`config.mk`:
```
export PLATFORM = sky130hd
export DESIGN_NAME = ram_bist_ctrl
export DESIGN_NICKNAME = d
export VERILOG_FILES = /design/src/rtl/ram_bist_ctrl.sv
export SDC_FILE = /design/constraint.sdc
export NUM_CORES = 1
export LEC_CHECK = 0
export ABC_CLOCK_PERIOD_IN_PS = 2700
export CORE_MARGIN = 2
export CORE_UTILIZATION = 49
export CTS_CLUSTER_SIZE = 14
export DETAILED_ROUTE_END_ITERATION = 8
export PLACE_DENSITY = 0.79
export SYNTH_ARGS = -nofsm -noshare
export SYNTH_HDL_FRONTEND = slang
export SYNTH_SLANG_ARGS = --single-unit
```
`constraint.sdc`:
```
create_clock -name clk -period 2.7 [get_ports clk]
set_input_delay 0.27 -clock clk [delete_from_list [all_inputs] [get_ports clk]]
set_output_delay 0.27 -clock clk [all_outputs]
set_load 0.01 [all_outputs]
```
`src/rtl/ram_bist_ctrl.sv`:
```
// March C- self-test controller sitting in front of a 16x8 synchronous RAM.
// Latency: bypass is combinational; a test takes 161 busy cycles from start to done.
// Backpressure: none; the user port is ignored while busy and start is sampled only when idle.
//
// Ports:
//   clk, rst (async active-low)      clock and reset
//   start                            one-cycle test request (idle only)
//   usr_we/usr_re/usr_addr/usr_din   functional port, forwarded to the RAM when idle
//   ram_dout                         RAM registered read data (one cycle after re)
//   ram_we/ram_re/ram_addr/ram_din   RAM command port
//   busy, done, pass, fail           status; pass/fail sticky until next start/reset
//   fail_addr/fail_elem/fail_data    first mismatch capture
module ram_bist_ctrl #(
    parameter int                ADDR_W  = 4,
    parameter int                DATA_W  = 8,
    parameter logic [DATA_W-1:0] PATTERN = 8'h00
) (
    input  logic              clk,
    input  logic              rst,
    input  logic              start,
    input  logic              usr_we,
    input  logic              usr_re,
    input  logic [ADDR_W-1:0] usr_addr,
    input  logic [DATA_W-1:0] usr_din,
    input  logic [DATA_W-1:0] ram_dout,
    output logic              ram_we,
    output logic              ram_re,
    output logic [ADDR_W-1:0] ram_addr,
    output logic [DATA_W-1:0] ram_din,
    output logic              busy,
    output logic              done,
    output logic              pass,
    output logic              fail,
    output logic [ADDR_W-1:0] fail_addr,
    output logic [2:0]        fail_elem,
    output logic [DATA_W-1:0] fail_data
);

    typedef enum logic [1:0] {IDLE, RUN, CHECK} state_t;

    localparam logic [ADDR_W-1:0] ADDR_MAX = '1;
    localparam logic [DATA_W-1:0] P0       = PATTERN;
    localparam logic [DATA_W-1:0] P1       = ~PATTERN;

    state_t              state;

    // Registered command for the operation currently presented to the RAM.
    logic                bist_we;
    logic                bist_re;
    logic [ADDR_W-1:0]   bist_addr;
    logic [DATA_W-1:0]   bist_din;
    logic [2:0]          op_elem;   // March element of the current op
    logic                op_ph;     // 0 = read half, 1 = write half of a two-op element

    // Compare stage: captured with each read, evaluated the following cycle.
    logic                chk_vld;
    logic [DATA_W-1:0]   chk_exp;
    logic [2:0]          chk_elem;
    logic [ADDR_W-1:0]   chk_addr;
    logic                mismatch;

    logic [2:0]          nx_elem;
    logic [ADDR_W-1:0]   nx_addr;
    logic                nx_ph;
    logic                last_op;

    // {we, re, din} for an element/phase. Reads drive din as zero.
    function automatic logic [DATA_W+1:0] op_decode(input logic [2:0] e, input logic ph);
        logic [DATA_W+1:0] r;
        r = '0;
        case (e)
            3'd0:       r = {1'b1, 1'b0, P0};
            3'd1, 3'd3: r = ph ? {1'b1, 1'b0, P1} : {1'b0, 1'b1, {DATA_W{1'b0}}};
            3'd2, 3'd4: r = ph ? {1'b1, 1'b0, P0} : {1'b0, 1'b1, {DATA_W{1'b0}}};
            3'd5:       r = {1'b0, 1'b1, {DATA_W{1'b0}}};
            default:    r = '0;
        endcase
        return r;
    endfunction

    // Value every read of an element expects: M2/M4 read the inverted background.
    function automatic logic [DATA_W-1:0] exp_word(input logic [2:0] e);
        return (e == 3'd2 || e == 3'd4) ? P1 : P0;
    endfunction

    // Next-operation sequencing. Two-op elements stay on the same address for
    // the write half; M3/M4 walk downward, all others upward.
    always_comb begin
        nx_elem = op_elem;
        nx_addr = bist_addr;
        nx_ph   = 1'b0;
        last_op = 1'b0;
        if (op_elem >= 3'd1 && op_elem <= 3'd4 && !op_ph) begin
            nx_ph = 1'b1;
        end else if (op_elem == 3'd3 || op_elem == 3'd4) begin
            if (bist_addr == '0) begin
                nx_elem = op_elem + 3'd1;
                nx_addr = (op_elem == 3'd3) ? ADDR_MAX : '0;
            end else begin
                nx_addr = bist_addr - 1'b1;
            end
        end else begin
            if (bist_addr == ADDR_MAX) begin
                if (op_elem == 3'd5) begin
                    last_op = 1'b1;
                end else begin
                    nx_elem = op_elem + 3'd1;
                    nx_addr = (op_elem == 3'd2) ? ADDR_MAX : '0;
                end
            end else begin
                nx_addr = bist_addr + 1'b1;
            end
        end
    end

    assign mismatch = chk_vld && (ram_dout != chk_exp);

    always_ff @(posedge clk or negedge rst) begin
        if (!rst) begin
            state     <= IDLE;
            busy      <= 1'b0;
            done      <= 1'b0;
            pass      <= 1'b0;
            fail      <= 1'b0;
            fail_addr <= '0;
            fail_elem <= '0;
            fail_data <= '0;
            bist_we   <= 1'b0;
            bist_re   <= 1'b0;
            bist_addr <= '0;
            bist_din  <= '0;
            op_elem   <= '0;
            op_ph     <= 1'b0;
            chk_vld   <= 1'b0;
            chk_exp   <= '0;
            chk_elem  <= '0;
            chk_addr  <= '0;
        end else begin
            done <= 1'b0;

            chk_vld  <= (state == RUN) && bist_re;
            chk_exp  <= exp_word(op_elem);
            chk_elem <= op_elem;
            chk_addr <= bist_addr;

            // Only the first mismatch of a run is captured; later ones just keep fail set.
            if (mismatch) begin
                fail <= 1'b1;
                if (!fail) begin
                    fail_addr <= chk_addr;
                    fail_elem <= chk_elem;
                    fail_data <= ram_dout;
                end
            end

            case (state)
                IDLE: begin
                    if (start) begin
                        state     <= RUN;
                        busy      <= 1'b1;
                        pass      <= 1'b0;
                        fail      <= 1'b0;
                        fail_addr <= '0;
                        fail_elem <= '0;
                        fail_data <= '0;
                        op_elem   <= 3'd0;
                        op_ph     <= 1'b0;
                        bist_addr <= '0;
                        {bist_we, bist_re, bist_din} <= op_decode(3'd0, 1'b0);
                    end
                end
                RUN: begin
                    if (last_op) begin
                        state     <= CHECK;
                        bist_we   <= 1'b0;
                        bist_re   <= 1'b0;
                        bist_addr <= '0;
                        bist_din  <= '0;
                    end else begin
                        op_elem   <= nx_elem;
                        op_ph     <= nx_ph;
                        bist_addr <= nx_addr;
                        {bist_we, bist_re, bist_din} <= op_decode(nx_elem, nx_ph);
                    end
                end
                CHECK: begin
                    // Final read's compare resolves on this edge, so fold it into pass.
                    state <= IDLE;
                    busy  <= 1'b0;
                    done  <= 1'b1;
                    pass  <= !(fail || mismatch);
                end
                default: state <= IDLE;
            endcase
        end
    end

    // Functional bypass when idle; sequencer owns the RAM otherwise.
    assign ram_we   = (state == IDLE) ? usr_we   : bist_we;
    assign ram_re   = (state == IDLE) ? usr_re   : bist_re;
    assign ram_addr = (state == IDLE) ? usr_addr : bist_addr;
    assign ram_din  = (state == IDLE) ? usr_din  : bist_din;

endmodule
```
==> results of run 1 <==
[cell families after synthesis]
group	synth area share, %
simple gates	18.5
compound gates	17.1
flops	45.7
buf+inv	4.85
mux	9.59
fa+ha+maj	3.90
xor+xnor	0.390
[cell type report]
type	count	area (µm²)	share of cell area, %
clock buffers	6	82.6	2.78
clock inverters	2	37.5	1.26
inverters	12	45.0	1.52
multi-input cells	150	1110	37.4
flip-flops and latches	41	1030	34.6
well taps	52	65.1	2.19
repair buffers	62	603	20.3
[power breakdown]
group          internal (mW)  total, mW  switching, mW
registers              0.867       1.09          0.222
logic                  0.932       1.81          0.877
clock network          0.300      0.511          0.210
total                   2.10       3.41           1.31
[synthesized netlist by cell type, types with 2 or more instances]
master,n
nand4_1,3
nand2b_1,2
a211oi_1,2
nor4_1,2
nand2_1,12
a32oi_1,2
and2_1,2
nor2_1,24
o31ai_1,3
clkbuf_1,4
nor3_1,5
dfrtp_1,41
buf_2,3
a32o_1,3
nor4_4,2
and3_1,3
ha_1,7
a22o_1,3
mux2_2,4
nand3_1,4
nor2b_1,5
or3_1,2
inv_1,12
a21oi_1,5
a21o_1,10
o21ai_0,7
mux2i_1,17
[per-layer routing]
layer	vias up	share of wire, %	track usage [%]
met4	0	1.6	7.97
met2	54	47	31.7
met1	878	46	26.5
li1	888	-	-
met3	8	5.0	4.22
met5	-	0	0
[sequential cells by signal, indices dropped and copies added (netlist names), 2 cells and up]
register,flops
fail_elem,3
chk_elem,3
op_elem,3
bist_addr,4
fail_addr,4
chk_addr,4
fail_data,8
state,2
[final timing paths]
kind / slack (ns) / to / start
worst max-delay path: 0.26 / bist_re / op_elem[0]
worst min-delay path: 0.1 / op_ph / rst
worst max register to register: 0.26 / bist_re / op_elem[0]
worst min register to register: 0.49 / bist_din[6] / bist_din[6]
max in group asynchronous: 2.04 / chk_addr[1] / rst
min in group clk: 0.49 / bist_din[6] / bist_din[6]
[per-stage QoR]
stage / instances / area [µm²] / setup WS, ns / power (mW)
6_report: 325 / 2970 / 0.257 / 3.41
2_1_floorplan: 213 / 2240 / 0.481 / 2.21
3_3_place_gp: 317 / 2850 / 0.327 / 2.86
4_1_cts: 325 / 2970 / 0.289 / 3.42
3_5_place_dp: 317 / 2850 / 0.311 / 2.90
5_1_grt: 325 / 2970 / 0.151 / 3.64
==> qor.csv, run 1 <==
metric,value,unit
status,finished clean,
nFillCells,339,
ys.flop_type,dfrtp_1,
cp_slowest_cell,dfrtp_1,
fin_tns_setup,0,ns
cp_num_cells,7,
io_buffers,57,
synth_top_area_cell,dfrtp_1,
clk-insertion-delay-late,0.29,ns
wl_per_cell,15.3,µm
synth_warnings,0,
skew,0.00640,ns
synth_edf_count,0,
syn_area,2240,µm²
layout_common_cells,"clkdlybuf4s50_1 (56), dfrtp_1 (41), nor2_1 (24)",
cts_resized,0,
hold_violations,0,
critical_path_class,register to register,
cp.arrival,2.64,ns
postCtsHoldBufs,0,
routed_wl,4.97,mm
synth_top_area_share,45.7,%
nets,304,
numCtsBuffers,5,
drive_gt1_share,11.4,%
die_w,71.7,µm
max_freq,409,MHz
fin_crit,2.44,ns
clk_pin_slew_worst_paths,0.08,ns
cp_slowest_stage_delay,0.51,ns
slew_viol_final,0,
clock_path_buffers,2,
synth-async-reset-ratio,100,%
p_per_area,1150,nW/µm²
ir_drop,0.598,mV
core_area,4380,µm²
grt_max_degree,42,
grt_pass1_vias,1696,
yosysUniqueCellTypes,51,
postRouteAntennaNets,0,
synth_seq_cells,41,
crit_top_cell,ha_1,
critical_path.cell_chain,ha_1 > ha_1 > a21oi_4 > mux2_2 > a311oi_2 > a211oi_2 > o31ai_1,
maxCapViolations,0,
io_pins,58,
worstPathRequired,2.90,ns
vias_per_cell,5.62,
cts_setup_buffers,0,
synth_area_leaders,"dfrtp_1 (46%), mux2i_1 (7.6%), nor2_1 (4.0%), ha_1 (3.9%), a21o_1 (3.3%)",
rsz0062_at_grt,no,
post-route-period-util,90.5,%
cts_tree,built,
syn-num-nets,245,
grt_pass1_wl,7.96,mm
dr.pass1.iters,4,
leakagePower,1.32,nW
path_delay_family,compound AO/OA/AOI/OAI gates,
worst_slew_pin_slew,1.16,ns
hold_ws,0.0967,ns
path_buf_inv,0,
drtIter0Drc,130,
endpoint_kind,register,
setup_viol,0,
die_y,71.7,µm
root_buffer,clkbuf_8,
dpl.hpwl,3.69,mm
synthCells,213,
start_util,51.2,%
clock-sinks,41,
track_usage,19.9,%
place_congestion,0.900,
ys_seq_area_share,45.7,%
r2r_cells,7,
antenna_found_initial,0,
vias,1828,
max-slew-margin-rel,22.1,%
start_kind,register,
grt_overflow_total,0,
fp.dieArea,5140,µm²
area_delta_synth_final,32.3,%
diodes,0,
fin_util,67.7,%
avgSynthCellArea,10.5,µm²
rows,24,
critPathMaxFanout,10,
layout_commonest_cell,clkdlybuf4s50_1,
hp-class,primary input to asynchronous set/reset pin,
htree_num_levels,2,
drc_errors,0,
(Power assumes the default switching activity.)
==> run 2, diff against run 1 <==
Settings changed: ABC_CLOCK_PERIOD_IN_PS 2700 to 3000, CORE_UTILIZATION 49 to 52, CTS_BUF_LIST set to sky130_fd_sc_hd__clkbuf_16, PLACE_DENSITY 0.79 to 0.83.
Clock period 2.7 ns to 3 ns, I/O delays scaled along.
==> run 2 against run 1 <==
Clock skew down 0.0032 ns. Highest routed layer unchanged. Critical path type unchanged. Cell count decreased by 1.5%. Via count up 0.71%.
==> qor.csv, run 2 (synthesis results as in run 1) <==
metric,value,unit,change
nFillCells,291,,-14%
wl_per_cell,15.9,µm,+4.1%
die_w,69.7,µm,-2.8%
clk_pin_slew_worst_paths,0.05,ns,-0.03 ns
worst_slew_pin_slew,1.15,ns,-0.00586 ns
start_kind,register,,
drc_errors,0,,unchanged
antenna_found_initial,0,,unchanged
nets,302,,-0.66%
dp_slack,0.526,ns,+0.216 ns
register_area,1030,µm²,unchanged
max_freq,391,MHz,-4.6%
grt_pass1_wl,8.73,mm,+9.7%
cts_resized,0,,unchanged
multi_input_area,1110,µm²,unchanged
placed_cells,313,,-1.3%
cp_slowest_cell,dfrtp_1,,
start_util,54.9,%,+3.7 points
cts_tree,built,,
io_buffers,57,,unchanged
layout_common_cells,"clkdlybuf4s50_1 (56), dfrtp_1 (41), nor2_1 (24)",,
root_buffer,clkbuf_16,,
critPathMaxFanout,13,,+3
final_cells,320,,-1.5%
clock_path_buffers,2,,unchanged
dr.pass1.iters,4,,unchanged
grt_overflow_total,0,,unchanged
fin_tns_setup,0,ns,unchanged
htree_num_levels,2,,unchanged
worstPathRequired,3.17,ns,+0.27 ns
regMostFlops,fail_data,,
rows,23,,-4.2%
core_area,4090,µm²,-6.8%
cp_slowest_stage_delay,0.63,ns,+0.12 ns
maxCapViolations,0,,unchanged
clock-sinks,41,,unchanged
track_usage,22.2,%,+2.4 points
setup_viol,0,,unchanged
status,finished clean,,
postRouteAntennaNets,0,,unchanged
critical_path_class,register to register,,
vias,1841,,+0.71%
hold_violations,0,,unchanged
p_total,3.11,mW,-8.8%
grt_pass1_vias,1849,,+9.0%
dpl.hpwl,3.74,mm,+1.3%
critical_path.cell_chain,inv_1 > ha_1 > a21oi_4 > mux2_2 > a311oi_2 > a211oi_2 > o31ai_1,,
max-slew-margin-rel,22.5,%,+0.39 points
p_per_area,1050,nW/µm²,-8.8%
place_area,2830,µm²,-0.61%
drive_gt1_share,10.0,%,-1.4 points
postCtsHoldBufs,0,,unchanged
skew,0.00324,ns,-0.00316 ns
clk-insertion-delay-late,0.28,ns,about the same
fin_crit,2.56,ns,+0.117 ns
largest_register_ffs,8,,unchanged
fp.dieArea,4860,µm²,-5.4%
layout_commonest_cell,clkdlybuf4s50_1,,
area_delta_synth_final,32.2,%,about the same
slew_viol_final,0,,unchanged
grt_max_degree,42,,unchanged
numCtsBuffers,5,,unchanged
vias_per_cell,5.75,,+2.3%
rsz0062_at_grt,no,,
cp.arrival,2.73,ns,+0.09 ns
finalInstanceArea,2970,µm²,about the same
hp-class,primary input to asynchronous set/reset pin,,
die_y,69.7,µm,-2.8%
routed_wl,5.10,mm,+2.5%
diodes,0,,unchanged
leakagePower,1.32,nW,-0.32%
drtIter0Drc,161,,+24%
endpoint_kind,register,,
fin_ws,0.440,ns,+0.183 ns
cts_setup_buffers,0,,unchanged
io_pins,58,,unchanged
ir_drop,0.554,mV,-7.4%
post-route-period-util,85.3,%,-5.1 points
place_congestion,0.818,,-9.0%
-- run 2: cell types whose count changed in the layout (fill, tap and decap cells not counted), sizes merged --
cell and change:
buf -2, bufinv -1, clkbuf -1, clkinv +1
-- run 2: cell type report --
class                      count  share of cell area, %
inverter                      12                   1.52
clock buffer                   5                   4.22
timing repair buffer          60                   19.8
sequential                    41                   34.6
multi-input combinational    150                   37.4
clock inverter                 2                  0.379
tap                           50                   2.11
-- run 2: where the power goes --
part           switching (mW)  internal [mW]  leakage, nW
combinational           0.779          0.827        0.739
sequential              0.225          0.782        0.513
clock                   0.195          0.300       0.0633
-- run 2: final timing paths --
check                            startpoint            to  slack, ns  cells after the start
worst max-delay path             op_elem[2]       bist_re       0.44                      7
worst min-delay path                    rst  bist_addr[2]       0.14                      1
worst max register to register   op_elem[2]       bist_re       0.44                      7
worst min register to register  chk_elem[2]  fail_elem[2]       0.49                      2
max in group asynchronous               rst   chk_elem[2]       2.32                      1
min in group clk                chk_elem[2]  fail_elem[2]       0.49                      2
-- run 2: critical path, delay by kind of cell, from the launching register on --
kind,cells,cell delay (ns)
adder cells (fa/ha/maj),1,0.34
buffers and inverters,1,0.16
flip-flops,1,0.63
multiplexers,1,0.40
AO/OA/AOI/OAI,4,0.92
-- run 2: metal layers --
metal	wire (µm)	part of all wire, %	track usage [%]	up-vias
li1	-	-	-	881
met1	2270	45	29.4	891
met2	2480	49	36.3	59
met3	256	5.0	3.92	10
met4	91	1.8	8.97	0
met5	0	0	0	-
-- run 2: through the flow --
stage          hold slack (ns)  utilization, %
6_report                 0.140            72.6
5_1_grt                  0.220            72.6
4_1_cts                  0.164            72.6
3_5_place_dp             0.459            69.3
3_3_place_gp             0.459            69.3
2_1_floorplan          0.00441               -
